File: src/rtl/instr_fetch.sv
// Instruction fetch stage: holds the PC, issues one word read at a time to imem and
// presents the fetched word to decode through a one-entry valid/ready output register.
module instr_fetch #(
  parameter logic [31:0] RESET_PC = 32'h0000_0000
) (
  input  logic        clk,
  input  logic        reset_n,
  output logic        imem_req_valid,
  output logic [31:0] imem_req_addr,
  input  logic        imem_req_ready,
  input  logic        imem_rsp_valid,
  input  logic [31:0] imem_rsp_data,
  output logic        instr_valid,
  output logic [31:0] instr,
  output logic [31:0] instr_pc,
  output logic [6:0]  op,
  input  logic        instr_ready,
  input  logic        redirect_valid,
  input  logic [31:0] redirect_pc
);

  localparam logic [31:0] RST_PC = {RESET_PC[31:2], 2'b00};
  localparam logic [31:0] NOP    = 32'h0000_0013;

  typedef enum logic [1:0] {S_REQ, S_WAIT, S_HOLD} state_t;

  state_t      r_state, w_state_nxt;
  logic [31:0] r_pc, w_pc_nxt;
  logic        r_kill, w_kill_nxt;
  logic        r_vld, w_vld_nxt;
  logic [31:0] r_instr, w_instr_nxt;
  logic [31:0] r_ipc, w_ipc_nxt;
  logic [31:0] w_redir_pc;

  assign w_redir_pc = {redirect_pc[31:2], 2'b00};

  // A redirect suppresses the request in the same cycle so no stale fetch is accepted.
  assign imem_req_valid = reset_n && (r_state == S_REQ) && !redirect_valid;
  assign imem_req_addr  = r_pc;

  assign instr_valid = r_vld;
  assign instr       = r_instr;
  assign instr_pc    = r_ipc;
  assign op          = r_instr[6:0];

  always_ff @(posedge clk or negedge reset_n) begin
    if (!reset_n) begin
      r_state <= S_REQ;
      r_pc    <= RST_PC;
      r_kill  <= 1'b0;
      r_vld   <= 1'b0;
      r_instr <= NOP;
      r_ipc   <= RST_PC;
    end else begin
      r_state <= w_state_nxt;
      r_pc    <= w_pc_nxt;
      r_kill  <= w_kill_nxt;
      r_vld   <= w_vld_nxt;
      r_instr <= w_instr_nxt;
      r_ipc   <= w_ipc_nxt;
    end
  end

  always_comb begin
    w_state_nxt = r_state;
    w_pc_nxt    = r_pc;
    w_kill_nxt  = r_kill;
    w_vld_nxt   = r_vld;
    w_instr_nxt = r_instr;
    w_ipc_nxt   = r_ipc;
    case (r_state)
      S_REQ: begin
        if (redirect_valid)      w_pc_nxt    = w_redir_pc;
        else if (imem_req_ready) w_state_nxt = S_WAIT;
      end
      S_WAIT: begin
        if (redirect_valid) begin
          w_pc_nxt = w_redir_pc;
          // A response landing with the redirect is the stale word itself: drop it now
          // rather than arming kill for a response that will never come.
          if (imem_rsp_valid) begin
            w_kill_nxt  = 1'b0;
            w_state_nxt = S_REQ;
          end else begin
            w_kill_nxt  = 1'b1;
          end
        end else if (imem_rsp_valid) begin
          if (r_kill) begin
            w_kill_nxt  = 1'b0;
            w_state_nxt = S_REQ;
          end else begin
            w_instr_nxt = imem_rsp_data;
            w_ipc_nxt   = r_pc;
            w_vld_nxt   = 1'b1;
            w_pc_nxt    = r_pc + 32'd4;
            w_state_nxt = S_HOLD;
          end
        end
      end
      S_HOLD: begin
        if (redirect_valid) begin
          w_vld_nxt   = 1'b0;
          w_pc_nxt    = w_redir_pc;
          w_state_nxt = S_REQ;
        end else if (instr_ready) begin
          w_vld_nxt   = 1'b0;
          w_state_nxt = S_REQ;
        end
      end
      default: w_state_nxt = S_REQ;
    endcase
  end

endmodule

File: config.mk
export PLATFORM = sky130hd
export DESIGN_NAME = instr_fetch
export DESIGN_NICKNAME = d
export VERILOG_FILES = /design/src/rtl/instr_fetch.sv
export SDC_FILE = /design/constraint.sdc
export NUM_CORES = 1
export LEC_CHECK = 0
export BUFFER_PORTS_ARGS = -buffer_cell sky130_fd_sc_hd__buf_2
export CAP_MARGIN = 20
export CORE_UTILIZATION = 26
export DETAILED_ROUTE_END_ITERATION = 8
export REMOVE_ABC_BUFFERS = 1
export SYNTH_ARGS = -nofsm -noshare
export SYNTH_HDL_FRONTEND = slang
export SYNTH_SLANG_ARGS = --single-unit
File: constraint.sdc
create_clock -name clk -period 1.8 [get_ports clk]
set_input_delay 0.18 -clock clk [delete_from_list [all_inputs] [get_ports clk]]
set_output_delay 0.18 -clock clk [all_outputs]
set_load 0.01 [all_outputs]
# Yosys cells after proc, flatten, opt, wreduce, memory -nomap -nowiden
# Index checks and enable logic that the tools add are counted.
[classes] mux=23 eq_ne=11 bitwise_logic=2 addsub=1 n_reduce_logical=13
[op_table] op="two-way mux 32 bit" count=4
[op_table] op="one-hot mux 32 bit (2 select lines)" count=1
[op_table] op="adder 32 x 3 -> 32 bit (second input constant)" count=1
[op_table] op="two-way mux 2 bit" count=8
[op_table] op="AND reduction 4 bit" count=3
[op_table] op="inequality test 2 bit (second input constant)" count=5
[op_table] op="inequality test 3 bit (second input constant)" count=3
[op_table] op="two-way mux 1 bit" count=8
[op_table] op="one-hot mux 2 bit (3 select lines)" count=1
[op_table] op="nonzero test 2 bit" count=3
[op_table] op="AND reduction 5 bit" count=1
[op_table] op="== test 2 x 1 -> 1 bit (second input constant)" count=1
[op_table] op="== test 2 bit (second input constant)" count=1
[op_table] op="logical AND 1 bit" count=2
[op_table] op="logical NOT 2 bit" count=1
[op_table] op="inequality test 2 x 1 -> 1 bit (second input constant)" count=1
[op_table] op="inverter 1 bit" count=2
[op_table] op="one-hot mux 1 bit (2 select lines)" count=1
[op_table] op="AND reduction 2 bit" count=1
[op_table] op="OR reduction 2 bit" count=1
[op_table] op="logical NOT 1 bit" count=1
[totals] wordCells=56 inputBits=70 reg_bits=100 out_inout_bits=105

# Logic depth before layout (Yosys ltp)
[logic_depth] ltp_word=5 mapped_depth=8 depth_no_buf=5

# Worst setup path after synthesis
# No wires, ideal clock.
[synth_timing] path_kind="flip-flop to flip-flop" startpoint="reg r_pc[25] (netlist: imem_req_addr[25])" endpoint="reg r_pc[31] (netlist: imem_req_addr[31])" stages_incl_launch_ff=6 period_less_slack_ns=1.855 t_required_ns=1.731 path_slack_ns=-0.055 arrival_ns=1.786 setup_ns=0.069 n_path_buf=1 cell_sequence="dfrtp_1 -> buf_4 -> and4_1 -> or4b_4 -> or4_1 -> nand3_1"
[synth_via] elab_chain_cells=5
[synth_lines] item="start: declaration" line="28" rtl="logic [31:0] r_pc, w_pc_nxt;"
[synth_lines] item="start signal: assignment" line="56" rtl="r_pc <= w_pc_nxt;"
[synth_lines] item="adder 32 x 3 -> 32 bit" line="95" rtl="w_pc_nxt = r_pc + 32'd4;"
[synth_lines] item="two-way mux 32 bit" line="88" rtl="if (r_kill) begin"
[synth_lines] item="two-way mux 32 bit" line="87" rtl="end else if (imem_rsp_valid) begin"
[synth_lines] item="two-way mux 32 bit" line="77" rtl="if (redirect_valid) begin"
[synth_lines] item="one-hot mux 32 bit (2 select lines)" line="71" rtl="case (r_state)"
# Every way passes these cells. The select of a mux whose other input is x is not followed.
# A chain may end at the register's enable or synchronous reset.

# Worst setup path after layout
[layout_timing] startpoint="reg r_pc[27] (netlist: imem_req_addr[27])" endpoint="reg r_pc[31] (netlist: imem_req_addr[31])"
# The elaborated chain is that of the path after synthesis.

==> flow_summary.json <==
{
  "outcome": "completed",
  "critical_path_arrival_ns": 2.06,
  "clk_pin_slew_worst_paths_ns": 0.07,
  "relSlewSlack": 0.583,
  "path_class": "flip-flop to flip-flop",
  "dp_hpwl_um": 10800,
  "mean_area_per_synthesized_cell_um2": 8.65,
  "synth_enable_flop_cells": 0,
  "timing.reg2reg.setup_slack_ns": 0.02,
  "cts_made_buffers": 9,
  "fillers": 1780,
  "drtIter0Drc": 266,
  "start_kind": "flip-flop",
  "power_frac_clock": 0.262,
  "drt_wl_total_um": 15200,
  "place.port_buffers": 168,
  "leakage_nw": 3.32,
  "final_setup_violations": 0,
  "num_io_pins": 175,
  "part_of_the_yosys_area_used_for_sequential_elements": 0.514,
  "fin_skew_ns": 0.00917,
  "syn_inst": 541,
  "post-route-period-util": 0.988,
  "internal_power_summed_over_all_cells_mw": 5.68,
  "cpPeakStageDelay_ns": 0.51,
  "core_area_um2": 17400,
  "placement.setup.worst_slack_ns": 0.0547,
  "synth.lib_cells_used.distinct": 55,
  "routed-via-count": 4673,
  "synthMostInstantiatedCell": "sky130_fd_sc_hd__nand2_1",
  "ys_async_sr_fraction": 1.00,
  "number_of_nets_with_antenna_violations_after_detailed_routing": 0,
  "synthTopCellsByCount": "sky130_fd_sc_hd__nand2_1 (196), sky130_fd_sc_hd__dfrtp_1 (93), sky130_fd_sc_hd__clkbuf_1 (24)",
  "timing.critical_path.slowest_stage_cell": "sky130_fd_sc_hd__or4_1",
  "grt_pass1_wl_um": 23600,
  "finalWeightedCongestion": 0.862,
  "synth-main-ff-cell": "sky130_fd_sc_hd__dfrtp_1",
  "rows": 48,
  "fmaxAchievable_mhz": 562,
  "largest_area_contributor_in_the_netlist": "sky130_fd_sc_hd__dfrtp_1",
  "grt_remaining_overflow": 0,
  "cts.htree.levels": 3,
  "drc": 0,
  "ys_seq_elements": 96,
  "cts-root-buf": "sky130_fd_sc_hd__clkbuf_16",
  "post-synth-top-area-fraction": 0.497,
  "clkLatencyLatePin_ns": 0.35,
  "finish.net_count": 819,
  "p_switching_mw": 3.02,
  "viasPerCell": 4.77,
  "postLayoutSetupSlackWorst_ns": 0.0222,
  "min-delay-path-class": "input pin to flip-flop",
  "ir_drop_v": 0.000494,
  "pin_count_of_the_biggest_net_entering_global_routing": 97,
  "post_dp_cell_area_um2": 6150,
  "tritoncts": "done",
  "synth_area_um2": 4680,
  "ys_warn_count": 0,
  "timing_hold_violations_final": 0,
  "grt_pass1_vias": 4408,
  "floorplan.die_area_um2": 18500,
  "maxCapViolations": 0,
  "area_delta_synth_final_pct": 39.9,
  "tightest_slew_ns": 0.625,
  "die_w_um": 136,
  "cp_cell_sequence": "and4_4 > or4b_4 > or4_1 > nand3_1",
  "pwr-share-comb": 0.348,
  "final-max-slew-violation-count": 0,
  "gr-usage-all-layers": 0.167,
  "path_max_fanout": 5,
  "synth_top_cells_by_area": "sky130_fd_sc_hd__dfrtp_1 (50%), sky130_fd_sc_hd__nand2_1 (16%), sky130_fd_sc_hd__nand3_1 (2.2%)",
  "setup_repair_after_global_routing_missed_its_margin": "true",
  "finalInstanceArea_um2": 6550,
  "initial_utilization": 0.269,
  "drt_first_pass_iters": 4,
  "seqPwrFrac": 0.390,
  "chipHeight_um": 136,
  "grt_antenna_before_repair": 0,
  "period_minus_slack_ns": 1.78,
  "power_density_nw_per_um2": 1330,
  "number_of_buffers_on_the_longest_clock_path": 2,
  "cts.sinks": 96,
  "required_ns": 2.09,
  "drive_gt1_frac": 0.361,
  "p_sw_frac": 0.347,
  "timing.critical_path.to_type": "flip-flop",
  "wl_per_cell_um": 15.5
}
## layout by cell type (no fill, tap or decap), types with 3 or more instances in the layout
master,instances
sky130_fd_sc_hd__o32ai_1,6
sky130_fd_sc_hd__or4_1,3
sky130_fd_sc_hd__or3_1,6
sky130_fd_sc_hd__a2bb2oi_1,4
sky130_fd_sc_hd__a32oi_1,10
sky130_fd_sc_hd__and3_1,7
sky130_fd_sc_hd__nor4_1,5
sky130_fd_sc_hd__o22ai_1,3
sky130_fd_sc_hd__nand4_1,12
sky130_fd_sc_hd__a21oi_1,14
sky130_fd_sc_hd__nor3_1,6
sky130_fd_sc_hd__o21ai_0,15
sky130_fd_sc_hd__a22oi_1,3
sky130_fd_sc_hd__dfrtp_1,93
sky130_fd_sc_hd__dfstp_2,3
sky130_fd_sc_hd__conb_1,4
sky130_fd_sc_hd__buf_4,68
sky130_fd_sc_hd__nand2_1,195
sky130_fd_sc_hd__buf_2,167
sky130_fd_sc_hd__buf_12,3
sky130_fd_sc_hd__bufinv_16,3
sky130_fd_sc_hd__o211ai_1,7
sky130_fd_sc_hd__nor3b_1,4
sky130_fd_sc_hd__inv_1,4
sky130_fd_sc_hd__nor2_1,20
sky130_fd_sc_hd__clkbuf_16,9
sky130_fd_sc_hd__nand3_1,20
sky130_fd_sc_hd__a311oi_1,5
## power groups by stage
stage	sequential (mW)	clock (mW)	combinational (mW)
after detailed placement	3.43	0	3.05
after global placement	3.41	0	3.00
final	3.39	2.28	3.03
after floorplan	3.96	0	0.893
after CTS	3.40	2.36	3.05
after global routing	3.51	2.43	3.40
## cell type report
cell class / instances / area [µm²] / area share
clock inverter: 5 / 104 / 0.0159
inverter: 5 / 18.8 / 0.00287
multi-input combinational: 395 / 2060 / 0.314
tap: 225 / 282 / 0.0430
sequential: 96 / 2410 / 0.367
antenna: 1 / 2.50 / 0.000382
timing repair buffer: 241 / 1440 / 0.219
clock buffer: 11 / 243 / 0.0371
## routing by layer
layer	vias to the layer above	track usage	part of all wire
met5	-	0	0
met4	0	0.0691	0.020
met3	20	0.0280	0.051
met2	127	0.267	0.47
met1	2228	0.222	0.46
li1	2298	-	-
## sequential cells by signal (all words and copies together) (netlist names)
signal and flops:
instr 32, imem_req_addr 30, r_state 2, r_kill 1
instr_pc 30, instr_valid 1
## path summary, 6_finish.rpt
| path | from | to | cells past startpoint |
|---|---|---|---|
| max | imem_req_addr[27]$_DFFE_PN0P_ | imem_req_addr[31]$_DFFE_PN0P_ | 4 |
| min | imem_rsp_data[1] | instr[1]$_DFFE_PN1P_ | 3 |
| max reg2reg | imem_req_addr[27]$_DFFE_PN0P_ | imem_req_addr[31]$_DFFE_PN0P_ | 4 |
| min reg2reg | instr[1]$_DFFE_PN1P_ | instr[1]$_DFFE_PN1P_ | 2 |
| max in group asynchronous | reset_n | instr_pc[22]$_DFFE_PN0P_ | 3 |
| min in group asynchronous | reset_n | instr_pc[30]$_DFFE_PN0P_ | 3 |
## cell families after synthesis
| logic type | Yosys count | share of synthesized area |
|---|---|---|
| AND/OR/NAND/NOR | 300 | 0.288 |
| adder cells (fa/ha/maj) | 1 | 0.00267 |
| other | 1 | 0.000801 |
| buffers and inverters | 53 | 0.0561 |
| flip-flops | 96 | 0.514 |
| AO/OA/AOI/OAI | 90 | 0.139 |
## worst max-delay path: cells and delay by family (launching register included)
family / cells / cell delay, ns
and+or+nand+nor: 4 / 1.33
DFF: 1 / 0.38
## repair_timing
action,CTS,global route
hold buffers,2,0
hold endpoints to repair,94,0
buffers inserted,0,0
setup endpoints to repair,0,8
gates resized for setup,0,8
## per-stage QoR
step | utilization | instances | setup TNS (ns) | hold WS (ns) | total power, mW
finish | 0.376 | 979 | 0 | 0.0162 | 8.70
global route | 0.376 | 978 | -0.149 | 0.0185 | 9.34
CTS | 0.374 | 978 | 0 | 0.000705 | 8.81
detailed placement | 0.353 | 960 | 0 | 0.306 | 6.48
global placement | 0.353 | 960 | 0 | 0.301 | 6.41
floorplan | - | 496 | -22.67 | -0.116 | 4.85
(Power assumes the default switching activity.)
